`src/rtl/data_mem_arbiter_pkg.sv`:
```
`default_nettype none
// ============================================================================
// Module   : data_mem_arb_pkg
// Brief    : Shared types and constants for the data memory arbiter.
// Revision : 1.0
// ============================================================================
package data_mem_arb_pkg;

    localparam int ADDR_W = 64;
    localparam int DATA_W = 64;

    localparam logic REQ_CORE   = 1'b0;
    localparam logic REQ_LOADER = 1'b1;

    typedef enum logic [0:0] {
        ARB_IDLE   = 1'b0,
        ARB_ACCESS = 1'b1
    } arb_state_t;

endpackage
`default_nettype wire

```
`src/rtl/data_mem_arbiter_if.sv`:
```
`default_nettype none
// ============================================================================
// Module   : data_mem_arbiter_if
// Brief    : Request/response ports of both requesters plus the data_mem port.
// Revision : 1.0
// ============================================================================
interface data_mem_arbiter_if #(
    parameter int ADDR_W = 64,
    parameter int DATA_W = 64
);
    logic              req0_valid;
    logic              req0_we;
    logic [ADDR_W-1:0] req0_addr;
    logic [DATA_W-1:0] req0_wdata;
    logic              req0_ready;
    logic              rsp0_valid;
    logic [DATA_W-1:0] rsp0_rdata;

    logic              req1_valid;
    logic              req1_we;
    logic [ADDR_W-1:0] req1_addr;
    logic [DATA_W-1:0] req1_wdata;
    logic              req1_ready;
    logic              rsp1_valid;
    logic [DATA_W-1:0] rsp1_rdata;

    logic              mem_wrt_en;
    logic [ADDR_W-1:0] mem_address;
    logic [DATA_W-1:0] mem_write_data;
    logic [DATA_W-1:0] mem_read_data;

    logic              busy;

    // Arbiter side
    modport slave (
        input  req0_valid, req0_we, req0_addr, req0_wdata,
        input  req1_valid, req1_we, req1_addr, req1_wdata,
        input  mem_read_data,
        output req0_ready, rsp0_valid, rsp0_rdata,
        output req1_ready, rsp1_valid, rsp1_rdata,
        output mem_wrt_en, mem_address, mem_write_data,
        output busy
    );

    // Requesters and memory side
    modport master (
        output req0_valid, req0_we, req0_addr, req0_wdata,
        output req1_valid, req1_we, req1_addr, req1_wdata,
        output mem_read_data,
        input  req0_ready, rsp0_valid, rsp0_rdata,
        input  req1_ready, rsp1_valid, rsp1_rdata,
        input  mem_wrt_en, mem_address, mem_write_data,
        input  busy
    );

endinterface
`default_nettype wire

```
`src/rtl/rr_arbiter2.sv`:
```
`default_nettype none
// ============================================================================
// Module   : rr_arbiter2
// Brief    : Combinational two-way round-robin pick; favours the port that
//            did not win last time when both request.
// Revision : 1.0
// ============================================================================
module rr_arbiter2 (
    input  logic [1:0] valid,
    input  logic       last_grant,
    output logic       grant_id,
    output logic       grant_any
);
    import data_mem_arb_pkg::*;

    always_comb begin
        grant_any = |valid;
        grant_id  = REQ_CORE;
        if (valid == 2'b11) begin
            grant_id = ~last_grant;
        end else if (valid[1]) begin
            grant_id = REQ_LOADER;
        end
    end

endmodule
`default_nettype wire

```
`src/rtl/data_mem_arbiter.sv`:
```
`default_nettype none
// ============================================================================
// Module   : data_mem_arbiter
// Brief    : Grants one of two requesters, performs a single data_mem access
//            and returns a one-cycle response pulse to the winner.
// Revision : 1.0
// ============================================================================
module data_mem_arbiter #(
    parameter int ADDR_W = data_mem_arb_pkg::ADDR_W,
    parameter int DATA_W = data_mem_arb_pkg::DATA_W
) (
    input  logic              clk,
    input  logic              rst,
    data_mem_arbiter_if.slave bus
);
    import data_mem_arb_pkg::*;

    arb_state_t        state;
    arb_state_t        state_nx;
    logic              last_grant;
    logic              grant_id;
    logic              grant_any;
    logic              accept;
    logic              in_access;

    logic              lat_we;
    logic              lat_id;
    logic [ADDR_W-1:0] lat_addr;
    logic [DATA_W-1:0] lat_wdata;

    logic              rsp0_valid;
    logic              rsp1_valid;
    logic [DATA_W-1:0] rsp0_rdata;
    logic [DATA_W-1:0] rsp1_rdata;

    rr_arbiter2 u_rr (
        .valid      ({bus.req1_valid, bus.req0_valid}),
        .last_grant (last_grant),
        .grant_id   (grant_id),
        .grant_any  (grant_any)
    );

    always_comb begin
        state_nx = state;
        accept   = 1'b0;
        case (state)
            ARB_IDLE: begin
                if (grant_any) begin
                    accept   = 1'b1;
                    state_nx = ARB_ACCESS;
                end
            end
            ARB_ACCESS: state_nx = ARB_IDLE;
            default:    state_nx = ARB_IDLE;
        endcase
    end

    // Async reset drops in_access at once, so an aborted store never commits.
    assign in_access          = (state == ARB_ACCESS);
    assign bus.busy           = in_access;
    assign bus.req0_ready     = accept & (grant_id == REQ_CORE);
    assign bus.req1_ready     = accept & (grant_id == REQ_LOADER);
    assign bus.mem_wrt_en     = in_access & lat_we;
    assign bus.mem_address    = lat_addr;
    assign bus.mem_write_data = lat_wdata;
    assign bus.rsp0_valid     = rsp0_valid;
    assign bus.rsp1_valid     = rsp1_valid;
    assign bus.rsp0_rdata     = rsp0_rdata;
    assign bus.rsp1_rdata     = rsp1_rdata;

    always_ff @(posedge clk or negedge rst) begin
        if (!rst) begin
            state      <= ARB_IDLE;
            last_grant <= REQ_LOADER;
            lat_we     <= 1'b0;
            lat_id     <= REQ_CORE;
            lat_addr   <= '0;
            lat_wdata  <= '0;
            rsp0_valid <= 1'b0;
            rsp1_valid <= 1'b0;
            rsp0_rdata <= '0;
            rsp1_rdata <= '0;
        end else begin
            state      <= state_nx;
            rsp0_valid <= 1'b0;
            rsp1_valid <= 1'b0;

            if (accept) begin
                lat_we     <= grant_id ? bus.req1_we    : bus.req0_we;
                lat_addr   <= grant_id ? bus.req1_addr  : bus.req0_addr;
                lat_wdata  <= grant_id ? bus.req1_wdata : bus.req0_wdata;
                lat_id     <= grant_id;
                last_grant <= grant_id;
            end

            if (in_access) begin
                if (lat_id == REQ_CORE) begin
                    rsp0_valid <= 1'b1;
                    rsp0_rdata <= lat_we ? '0 : bus.mem_read_data;
                end else begin
                    rsp1_valid <= 1'b1;
                    rsp1_rdata <= lat_we ? '0 : bus.mem_read_data;
                end
            end
        end
    end

endmodule
`default_nettype wire

```
`src/flat_wrapper.sv`:
```
// flat-port wrapper written by rule: the top's interface ports become plain ports
module data_mem_arbiter_flat import data_mem_arb_pkg::*;
#(
    parameter int ADDR_W = data_mem_arb_pkg::ADDR_W,
    parameter int DATA_W = data_mem_arb_pkg::DATA_W
)
  (clk, rst, bus_req0_valid, bus_req0_we, bus_req0_addr, bus_req0_wdata, bus_req1_valid, bus_req1_we, bus_req1_addr, bus_req1_wdata, bus_mem_read_data, bus_req0_ready, bus_rsp0_valid, bus_rsp0_rdata, bus_req1_ready, bus_rsp1_valid, bus_rsp1_rdata, bus_mem_wrt_en, bus_mem_address, bus_mem_write_data, bus_busy);
  data_mem_arbiter_if #(.ADDR_W(ADDR_W), .DATA_W(DATA_W)) bus_i ();
  input  logic clk;
  input  logic rst;
  input wire logic [$bits(bus_i.req0_valid)-1:0] bus_req0_valid;
  input wire logic [$bits(bus_i.req0_we)-1:0] bus_req0_we;
  input wire logic [$bits(bus_i.req0_addr)-1:0] bus_req0_addr;
  input wire logic [$bits(bus_i.req0_wdata)-1:0] bus_req0_wdata;
  input wire logic [$bits(bus_i.req1_valid)-1:0] bus_req1_valid;
  input wire logic [$bits(bus_i.req1_we)-1:0] bus_req1_we;
  input wire logic [$bits(bus_i.req1_addr)-1:0] bus_req1_addr;
  input wire logic [$bits(bus_i.req1_wdata)-1:0] bus_req1_wdata;
  input wire logic [$bits(bus_i.mem_read_data)-1:0] bus_mem_read_data;
  output wire logic [$bits(bus_i.req0_ready)-1:0] bus_req0_ready;
  output wire logic [$bits(bus_i.rsp0_valid)-1:0] bus_rsp0_valid;
  output wire logic [$bits(bus_i.rsp0_rdata)-1:0] bus_rsp0_rdata;
  output wire logic [$bits(bus_i.req1_ready)-1:0] bus_req1_ready;
  output wire logic [$bits(bus_i.rsp1_valid)-1:0] bus_rsp1_valid;
  output wire logic [$bits(bus_i.rsp1_rdata)-1:0] bus_rsp1_rdata;
  output wire logic [$bits(bus_i.mem_wrt_en)-1:0] bus_mem_wrt_en;
  output wire logic [$bits(bus_i.mem_address)-1:0] bus_mem_address;
  output wire logic [$bits(bus_i.mem_write_data)-1:0] bus_mem_write_data;
  output wire logic [$bits(bus_i.busy)-1:0] bus_busy;
  assign bus_i.req0_valid = bus_req0_valid;
  assign bus_i.req0_we = bus_req0_we;
  assign bus_i.req0_addr = bus_req0_addr;
  assign bus_i.req0_wdata = bus_req0_wdata;
  assign bus_i.req1_valid = bus_req1_valid;
  assign bus_i.req1_we = bus_req1_we;
  assign bus_i.req1_addr = bus_req1_addr;
  assign bus_i.req1_wdata = bus_req1_wdata;
  assign bus_i.mem_read_data = bus_mem_read_data;
  assign bus_req0_ready = bus_i.req0_ready;
  assign bus_rsp0_valid = bus_i.rsp0_valid;
  assign bus_rsp0_rdata = bus_i.rsp0_rdata;
  assign bus_req1_ready = bus_i.req1_ready;
  assign bus_rsp1_valid = bus_i.rsp1_valid;
  assign bus_rsp1_rdata = bus_i.rsp1_rdata;
  assign bus_mem_wrt_en = bus_i.mem_wrt_en;
  assign bus_mem_address = bus_i.mem_address;
  assign bus_mem_write_data = bus_i.mem_write_data;
  assign bus_busy = bus_i.busy;
  data_mem_arbiter #(.ADDR_W(ADDR_W), .DATA_W(DATA_W)) u_core (.clk(clk), .rst(rst), .bus(bus_i));
endmodule
```
`config.mk`:
```
export PLATFORM = sky130hd
export DESIGN_NAME = data_mem_arbiter_flat
export DESIGN_NICKNAME = d
export VERILOG_FILES = /design/src/rtl/data_mem_arbiter_pkg.sv /design/src/rtl/data_mem_arbiter_if.sv /design/src/rtl/rr_arbiter2.sv /design/src/rtl/data_mem_arbiter.sv /design/src/flat_wrapper.sv
export SDC_FILE = /design/constraint.sdc
export NUM_CORES = 1
export LEC_CHECK = 0
export CAP_MARGIN = 20
export CORE_AREA = 2 2 226 228
export CTS_CLUSTER_SIZE = 12
export DETAILED_ROUTE_END_ITERATION = 16
export DIE_AREA = 0 0 228 230
export GPL_ROUTABILITY_DRIVEN = 1
export GPL_TIMING_DRIVEN = 0
export PLACE_DENSITY_LB_ADDON = 0.15
export REMOVE_ABC_BUFFERS = 1
export SLEW_MARGIN = 40
export SYNTH_ARGS = -nofsm -noshare
export SYNTH_HDL_FRONTEND = slang
export SYNTH_HIERARCHICAL = 1
export SYNTH_SLANG_ARGS = --single-unit
```
`constraint.sdc`:
```
create_clock -name clk -period 3.15 [get_ports clk]
set_clock_uncertainty 0.15 [all_clocks]
set_input_delay 0.63 -clock clk [delete_from_list [all_inputs] [get_ports clk]]
set_output_delay 0.63 -clock clk [all_outputs]
set_load 0.01 [all_outputs]
```
==> flow_summary.ini, run 1 <==
[timing]
slew_headroom = 0.7472
grt_setup_unrepaired = no
holdWs_ns = 0.3337
setup_viol = 0
worstMarginPinSlew_ns = 0.3791
drv_slew = 0
period_share = 0.9689
fmax_mhz = 327.6
fin_crit_ns = 3.052
setup_ws_ns = 0.09788
hold_viol_final = 0

[setup_path]
worstReg2RegStart = u_core/last_grant$_DFFE_PN1P_
cp-startpoint = bus_req0_valid
rr_worst_depth = 9
start_kind = input pin
reg2reg_to = u_core/bus.mem_address[62]$_DFFE_PN0P_
reg2reg_setup_slack_ns = 0.56
crit_end = bus_req1_ready
worst-setup-path-type = input pin to output pin
crit_arrival_ns = 2.27
critPathCaptureType = output pin
critPathRequiredTime_ns = 2.37
cp_max_fo = 14

[detailed_routing]
drt_iter0_drc = 223
drc_errors = 0
wl_per_cell_um = 21.16
avgViaCountPerCell = 4.130
totalWireLength_um = 44070
postRouteAntennaNets = 0
dr.pass1.iters = 4
num_vias = 8603

[finish]
final_common_cell = clkdlybuf4s50_1
layout-drive-gt1-share = 0.3326
fin_nets = 1707
final_cell_mix = 585 x clkdlybuf4s50_1, 289 x mux2_2, 260 x dfrtp_1
area_delta_synth_final_pct = 69.58
fin_cells = 2083
fill_cells = 4685

[global_route]
grt_max_degree = 66
grtUsageTotal = 0.1652
grt_pass1_vias = 9357
antenna_found_initial = 6
grt_pass1_wl_um = 64760
overflow = 0

[floorplanning]
dieWidth_um = 228
core-area_um2 = 49860
ios = 588
die_y_um = 230
rows = 82
initial_core_util = 0.2416
dieArea_um2 = 52440

[logic_synthesis]
synth_warnings = 6
synth_cell_types = 20
avgSynthCellArea_um2 = 15.57
ys_ff_latch = 262
seq_area_frac_synth = 0.5443
syn_inst = 774
synthesis.area_um2 = 12050

[cts]
cts-root-buf = clkbuf_16
tritoncts = done
cts_buffers = 35
insertion_delay_ns = 0.52
path_clk_slew_ns = 0.05
clock_path_buffers = 3
clkSinkCount = 262
htreeDepth = 2

[power_and_ir_drop]
power_density_nw_per_um2 = 728.7
total_power_w = 0.01489
ir_drop_uv = 496.4
cellLeakagePower_nw = 8.630

[placed_design]
hpwl_um = 32410
gp_congestion = 0.8282
dp_cells = 2007
numPortBuffers = 587
place_ws_ns = -0.7391

[job]
maxCapViolations = 0

[min_path]
hold_path.class = flop to flop

[run_status]
outcome = finished clean
==> cells in the mapped netlist (all sizes together) <==
| cell | number | area (µm²) |
|---|---|---|
| nor2 | 1 | 3.750 |
| dfstp | 1 | 26.28 |
| and2b | 5 | 37.54 |
| or2 | 1 | 6.260 |
| and2 | 2 | 12.51 |
| mux2 | 388 | 4692 |
| dfrtp | 261 | 6531 |
| nand2 | 1 | 3.750 |
| nor2b | 60 | 375.4 |
| a21boi | 1 | 7.510 |
| inv | 2 | 7.500 |
| buf | 46 | 319.1 |
| nand2b | 1 | 8.760 |
| clkbuf | 4 | 16.26 |
==> area by class of cell <==
type / count / area (µm²) / share of cell area
clock inverters: 7 / 135.1 / 0.006614
inverters: 2 / 15.01 / 0.0007349
repair buffers: 620 / 6603 / 0.3232
multi-input cells: 460 / 5179 / 0.2535
diodes: 4 / 10.01 / 0.0004899
well taps: 672 / 840.8 / 0.04115
clock buffers: 56 / 1087 / 0.05322
flip-flops and latches: 262 / 6561 / 0.3211
==> worst min path at each step <==
stage | start | end | depth (start not counted)
global placement | u_core/bus.rsp0_rdata[35]$_DFFE_PN0P_ | u_core/bus.rsp0_rdata[35]$_DFFE_PN0P_ | 1
finish | u_core/bus.mem_write_data[19]$_DFFE_PN0P_ | u_core/bus.mem_write_data[19]$_DFFE_PN0P_ | 1
CTS | u_core/bus.mem_write_data[19]$_DFFE_PN0P_ | u_core/bus.mem_write_data[19]$_DFFE_PN0P_ | 1
global route | u_core/bus.mem_write_data[21]$_DFFE_PN0P_ | u_core/bus.mem_write_data[21]$_DFFE_PN0P_ | 1
detailed placement | u_core/bus.mem_write_data[19]$_DFFE_PN0P_ | u_core/bus.mem_write_data[19]$_DFFE_PN0P_ | 1
floorplan | rst | u_core/bus.busy$_DFF_PN0_ | 0
==> routing by layer <==
| metal | part of all wire | wire length, µm | vias to the layer above | global-route usage |
|---|---|---|---|---|
| met5 | 0.00029 | 13 | - | 0 |
| met4 | 0.030 | 1332 | 2 | 0.06638 |
| met3 | 0.068 | 2991 | 69 | 0.04948 |
| met2 | 0.52 | 22980 | 275 | 0.2945 |
| met1 | 0.38 | 16760 | 4301 | 0.1840 |
| li1 | - | - | 3956 | - |
==> repair_timing <==
item | 4_1_cts | 5_1_grt
gates resized for setup | 3 | 0
buffers inserted | 4 | 0
setup endpoints to repair | 2 | 0
hold buffers | 1 | 0
endpoints found under the hold margin | 41 | 0
==> logic make-up after synthesis <==
kind of cell / count (synthesis) / share of synthesized area
compound gates: 1 / 0.0006234
buf+inv: 52 / 0.02845
flops: 262 / 0.5443
mux: 388 / 0.3894
simple gates: 71 / 0.03718
==> critical path, cell delays in order <==
cell             delay, ns
clkdlybuf4s50_1       0.46
or2_1                 0.26
nand2b_4              0.13
inv_8                 0.05
buf_16                0.16
buf_16                0.15
and2_1                0.14
dlygate4sd2_1         0.28
==> sequential cells by signal, indices dropped and copies added, names as in the netlist <==
| name | cells |
|---|---|
| u_core/bus.rsp1_rdata | 64 |
| u_core/bus.busy | 1 |
| u_core/bus.rsp1_valid | 1 |
| u_core/lat_id | 1 |
| u_core/lat_we | 1 |
| u_core/bus.mem_write_data | 64 |
| u_core/last_grant | 1 |
| u_core/bus.mem_address | 64 |
| u_core/bus.rsp0_rdata | 64 |
| u_core/bus.rsp0_valid | 1 |
==> power breakdown <==
group / total (W) / internal (W) / switching, W
clock: 0.00423 / 0.00269 / 0.00155
combinational: 0.00566 / 0.00352 / 0.00214
sequential: 0.00500 / 0.00444 / 0.000562
total: 0.0149 / 0.0106 / 0.00425
==> stage by stage <==
step	TNS, ns	util	area [µm²]
4_1_cts	0	0.4095	20420
6_report	0	0.4097	20430
2_1_floorplan	-966.60	-	11710
5_1_grt	0	0.4097	20430
3_3_place_gp	-4725.16	0.3696	18430
3_5_place_dp	-14.18	0.3806	18980
Note: power is estimated with default switching activity, not from simulation.
==> run 2: changes to the inputs <==
--- a/config.mk
+++ b/config.mk
@@ -7,7 +7,7 @@
 export LEC_CHECK = 0
 export CAP_MARGIN = 20
 export CORE_AREA = 2 2 226 228
-export CTS_CLUSTER_SIZE = 12
+export CTS_CLUSTER_SIZE = 28
 export DETAILED_ROUTE_END_ITERATION = 16
 export DIE_AREA = 0 0 228 230
 export GPL_ROUTABILITY_DRIVEN = 1
==> results of run 2 <==
The final DEF is identical to that of run 1; final timing and power are the same.
==> run 3: changes to the inputs <==
--- a/config.mk
+++ b/config.mk
@@ -6,16 +6,15 @@
 export NUM_CORES = 1
 export LEC_CHECK = 0
 export CAP_MARGIN = 20
-export CORE_AREA = 2 2 226 228
+export CORE_AREA = 2 2 230 232
 export CTS_CLUSTER_SIZE = 28
 export DETAILED_ROUTE_END_ITERATION = 16
-export DIE_AREA = 0 0 228 230
+export DIE_AREA = 0 0 232 234
 export GPL_ROUTABILITY_DRIVEN = 1
 export GPL_TIMING_DRIVEN = 0
-export PLACE_DENSITY_LB_ADDON = 0.15
+export PLACE_DENSITY = 0.54
 export REMOVE_ABC_BUFFERS = 1
 export SLEW_MARGIN = 40
 export SYNTH_ARGS = -nofsm -noshare
 export SYNTH_HDL_FRONTEND = slang
-export SYNTH_HIERARCHICAL = 1
 export SYNTH_SLANG_ARGS = --single-unit
==> flow_summary.ini, run 3 <==
[run_status]
outcome = finished clean

[min_path]
min-delay-start = u_core.bus.rsp0_rdata[53]$_DFFE_PN0P_
hold_path.class = flop to flop
holdPathEnd = u_core.bus.rsp0_rdata[53]$_DFFE_PN0P_
whs_path_depth = 2

[global_route]
antenna_found_initial = 15
grt_pass1_vias = 9813
grtUsageTotal = 0.1540
grt_max_degree = 72
grt_pass1_wl_um = 63690
overflow = 0

[timing]
drv_slew = 0
slew_headroom = 0.6591
grt_setup_unrepaired = no
setup_viol = 0
fmax_mhz = 326.1
holdWs_ns = 0.3292
period_share = 0.9734
fin_crit_ns = 3.066
worstMarginPinSlew_ns = 0.5114
hold_viol_final = 0

[finish]
area_delta_synth_final_pct = 75.82
layout-drive-gt1-share = 0.05902
seq_area_um2 = 6563
final_common_cell = clkdlybuf4s50_1
final_cell_mix = 585 x clkdlybuf4s50_1, 259 x dfrtp_1, 129 x a221o_1
fill_cells = 5275
fin_nets = 1829
multi_input_area_um2 = 3722
design_area_um2 = 18610

[placed_design]
hpwl_um = 33230
gp_congestion = 0.7937
numPortBuffers = 587
place_area_um2 = 17520

[cts]
path_clk_slew_ns = 0.06
cts_buffers = 31
clkSinkCount = 262
clock_path_buffers = 3
tritoncts = done
cts-root-buf = clkbuf_16
insertion_delay_ns = 0.56
htreeDepth = 1

[setup_path]
critPathRequiredTime_ns = 2.37
worstReg2RegStart = u_core.bus.busy$_DFF_PN0_
crit_arrival_ns = 2.29
slowest_stage = clkdlybuf4s50_1
cp_max_fo = 25
worst-setup-path-type = input pin to output pin
start_kind = input pin
crit_chain = clkdlybuf4s50_1 -> inv_2 -> a211oi_4 -> buf_6 -> clkdlybuf4s50_1
cp_slowest_stage_delay_ns = 0.57
reg2reg_setup_slack_ns = 0.58
critPathCaptureType = output pin
cp_common_cell = clkdlybuf4s50_1
rr_worst_depth = 8
reg2reg_to = u_core.bus.mem_write_data[6]$_DFFE_PN0P_

[power_and_ir_drop]
switching_share = 0.2993
clkPwrFrac = 0.278
power_density_nw_per_um2 = 720.2
ir_drop_uv = 370.3
cellLeakagePower_nw = 7.735
share_comb_of_total_power = 0.358
intPower_w = 0.009390
seqPwrFrac = 0.364
p_sw_w = 0.004011

[logic_synthesis]
avgSynthCellArea_um2 = 11.38
synth_edf_count = 0
synth_cell_types = 17
synthSimpleGateAreaFrac = 0.1610
seq_area_frac_synth = 0.6197
async_flop_share = 1.000
synth_most_common_cell = dfrtp_1
synth_area_leaders = dfrtp_1 62%, a221o_1 12%, and2_1 7.6%, o21ai_1 6.1%, nand2_1 4.6%
synth-xor-area-share = 0
synth_top_flop_cell = dfrtp_1
synth_top_family_by_area = compound AO/OA/AOI/OAI gates
synthesis.area_um2 = 10580
synth_common_cells = 261 x dfrtp_1, 129 x a221o_1, 129 x nand2_1, 128 x and2_1, 128 x o21ai_1
synth_compound_area_frac = 0.1872
synthAdderAreaFrac = 0
synth_warnings = 0
synthMuxAreaShare = 0
syn_inst = 930
yosysTopAreaCell = dfrtp_1
synth_top_area_frac = 0.6172
ys_ff_latch = 262

[floorplanning]
ios = 588
rows = 84
core-area_um2 = 52020
initial_core_util = 0.2034
dieArea_um2 = 54290
die_y_um = 234
dieWidth_um = 232

[detailed_routing]
num_vias = 9485
wl_per_cell_um = 19.63
postRouteAntennaNets = 0
drc_errors = 0
dr.pass1.iters = 6
drt_iter0_drc = 453
totalWireLength_um = 43570
avgViaCountPerCell = 4.273

[job]
maxCapViolations = 0
run 3: cell count changes after synthesis, moves of 9 or more:
cell,previous run,this run
mux2_4,86,0
nand2b_1,0,65
nor2b_1,60,0
a221o_1,0,129
clkbuf_1,3,50
mux2_2,289,0
mux2_1,13,0
nand2_1,1,129
o21ai_1,0,128
buf_4,13,0
and2_1,2,128
buf_6,9,0
run 3: routing by layer:
| layer | routed length (µm) | vias up | GRT usage |
|---|---|---|---|
| met5 | 53 | - | 0 |
| met4 | 776 | 8 | 0.04808 |
| met3 | 4281 | 67 | 0.05654 |
| met2 | 21300 | 405 | 0.2581 |
| met1 | 17160 | 4570 | 0.1833 |
| li1 | - | 4435 | - |
run 3: how the worst max path moves through the flow:
stage              startpoint                                  endpoint
2_1_floorplan  bus_req0_valid                            bus_req1_ready
3_3_place_gp              rst  u_core.bus.mem_write_data[2]$_DFFE_PN0P_
3_5_place_dp   bus_req0_valid                            bus_req1_ready
4_1_cts        bus_req1_valid                            bus_req1_ready
5_1_grt        bus_req1_valid                            bus_req1_ready
6_report       bus_req1_valid                            bus_req1_ready
run 3: layout make-up:
cell class | count | share of cell area
diodes | 7 | 0.0009414
clock inverters | 10 | 0.008271
multi-input cells | 586 | 0.2001
inverters | 5 | 0.001009
repair buffers | 617 | 0.3425
clock buffers | 45 | 0.04828
well taps | 688 | 0.04626
flip-flops and latches | 262 | 0.3527
run 3: cell families after synthesis:
kind of cell,count (synthesis)
AND/OR/NAND/NOR,324
flip-flops,262
buffers and inverters,82
AO/OA/AOI/OAI,262
run 3: repair_timing:
action                     in CTS  in global routing
hold endpoints to repair       57                  0
hold buffers                    1                  0
gates resized for setup         3                  0
buffers inserted                1                  0
setup endpoints to repair       1                  0
run 3: through the flow:
stage                TNS, ns  utilization  setup WS (ns)  total power [W]  std cells
finish                     0       0.3576        0.08379          0.01340       2220
floorplan            -298.02            -         -2.272         0.006599        853
CTS                        0       0.3573        0.08119          0.01362       2213
global placement    -3784.34       0.3267         -10.79         0.009676       2128
global route               0       0.3576       0.005034          0.01416       2218
detailed placement    -1.539       0.3368        -0.1975         0.009756       2157
run 3: power by group through the flow:
stage               Sequential (W)  Clock [W]  Combinational (W)
finish                     0.00488    0.00373            0.00479
floorplan                  0.00533          0            0.00127
CTS                        0.00489    0.00386            0.00487
global route               0.00501    0.00399            0.00516
detailed placement         0.00491          0            0.00484
global placement           0.00495          0            0.00473
run 3: critical path, delay by kind of cell:
kind	cells	cell delay (ns)
AO/OA/AOI/OAI	1	0.19
buffers and inverters	4	1.45
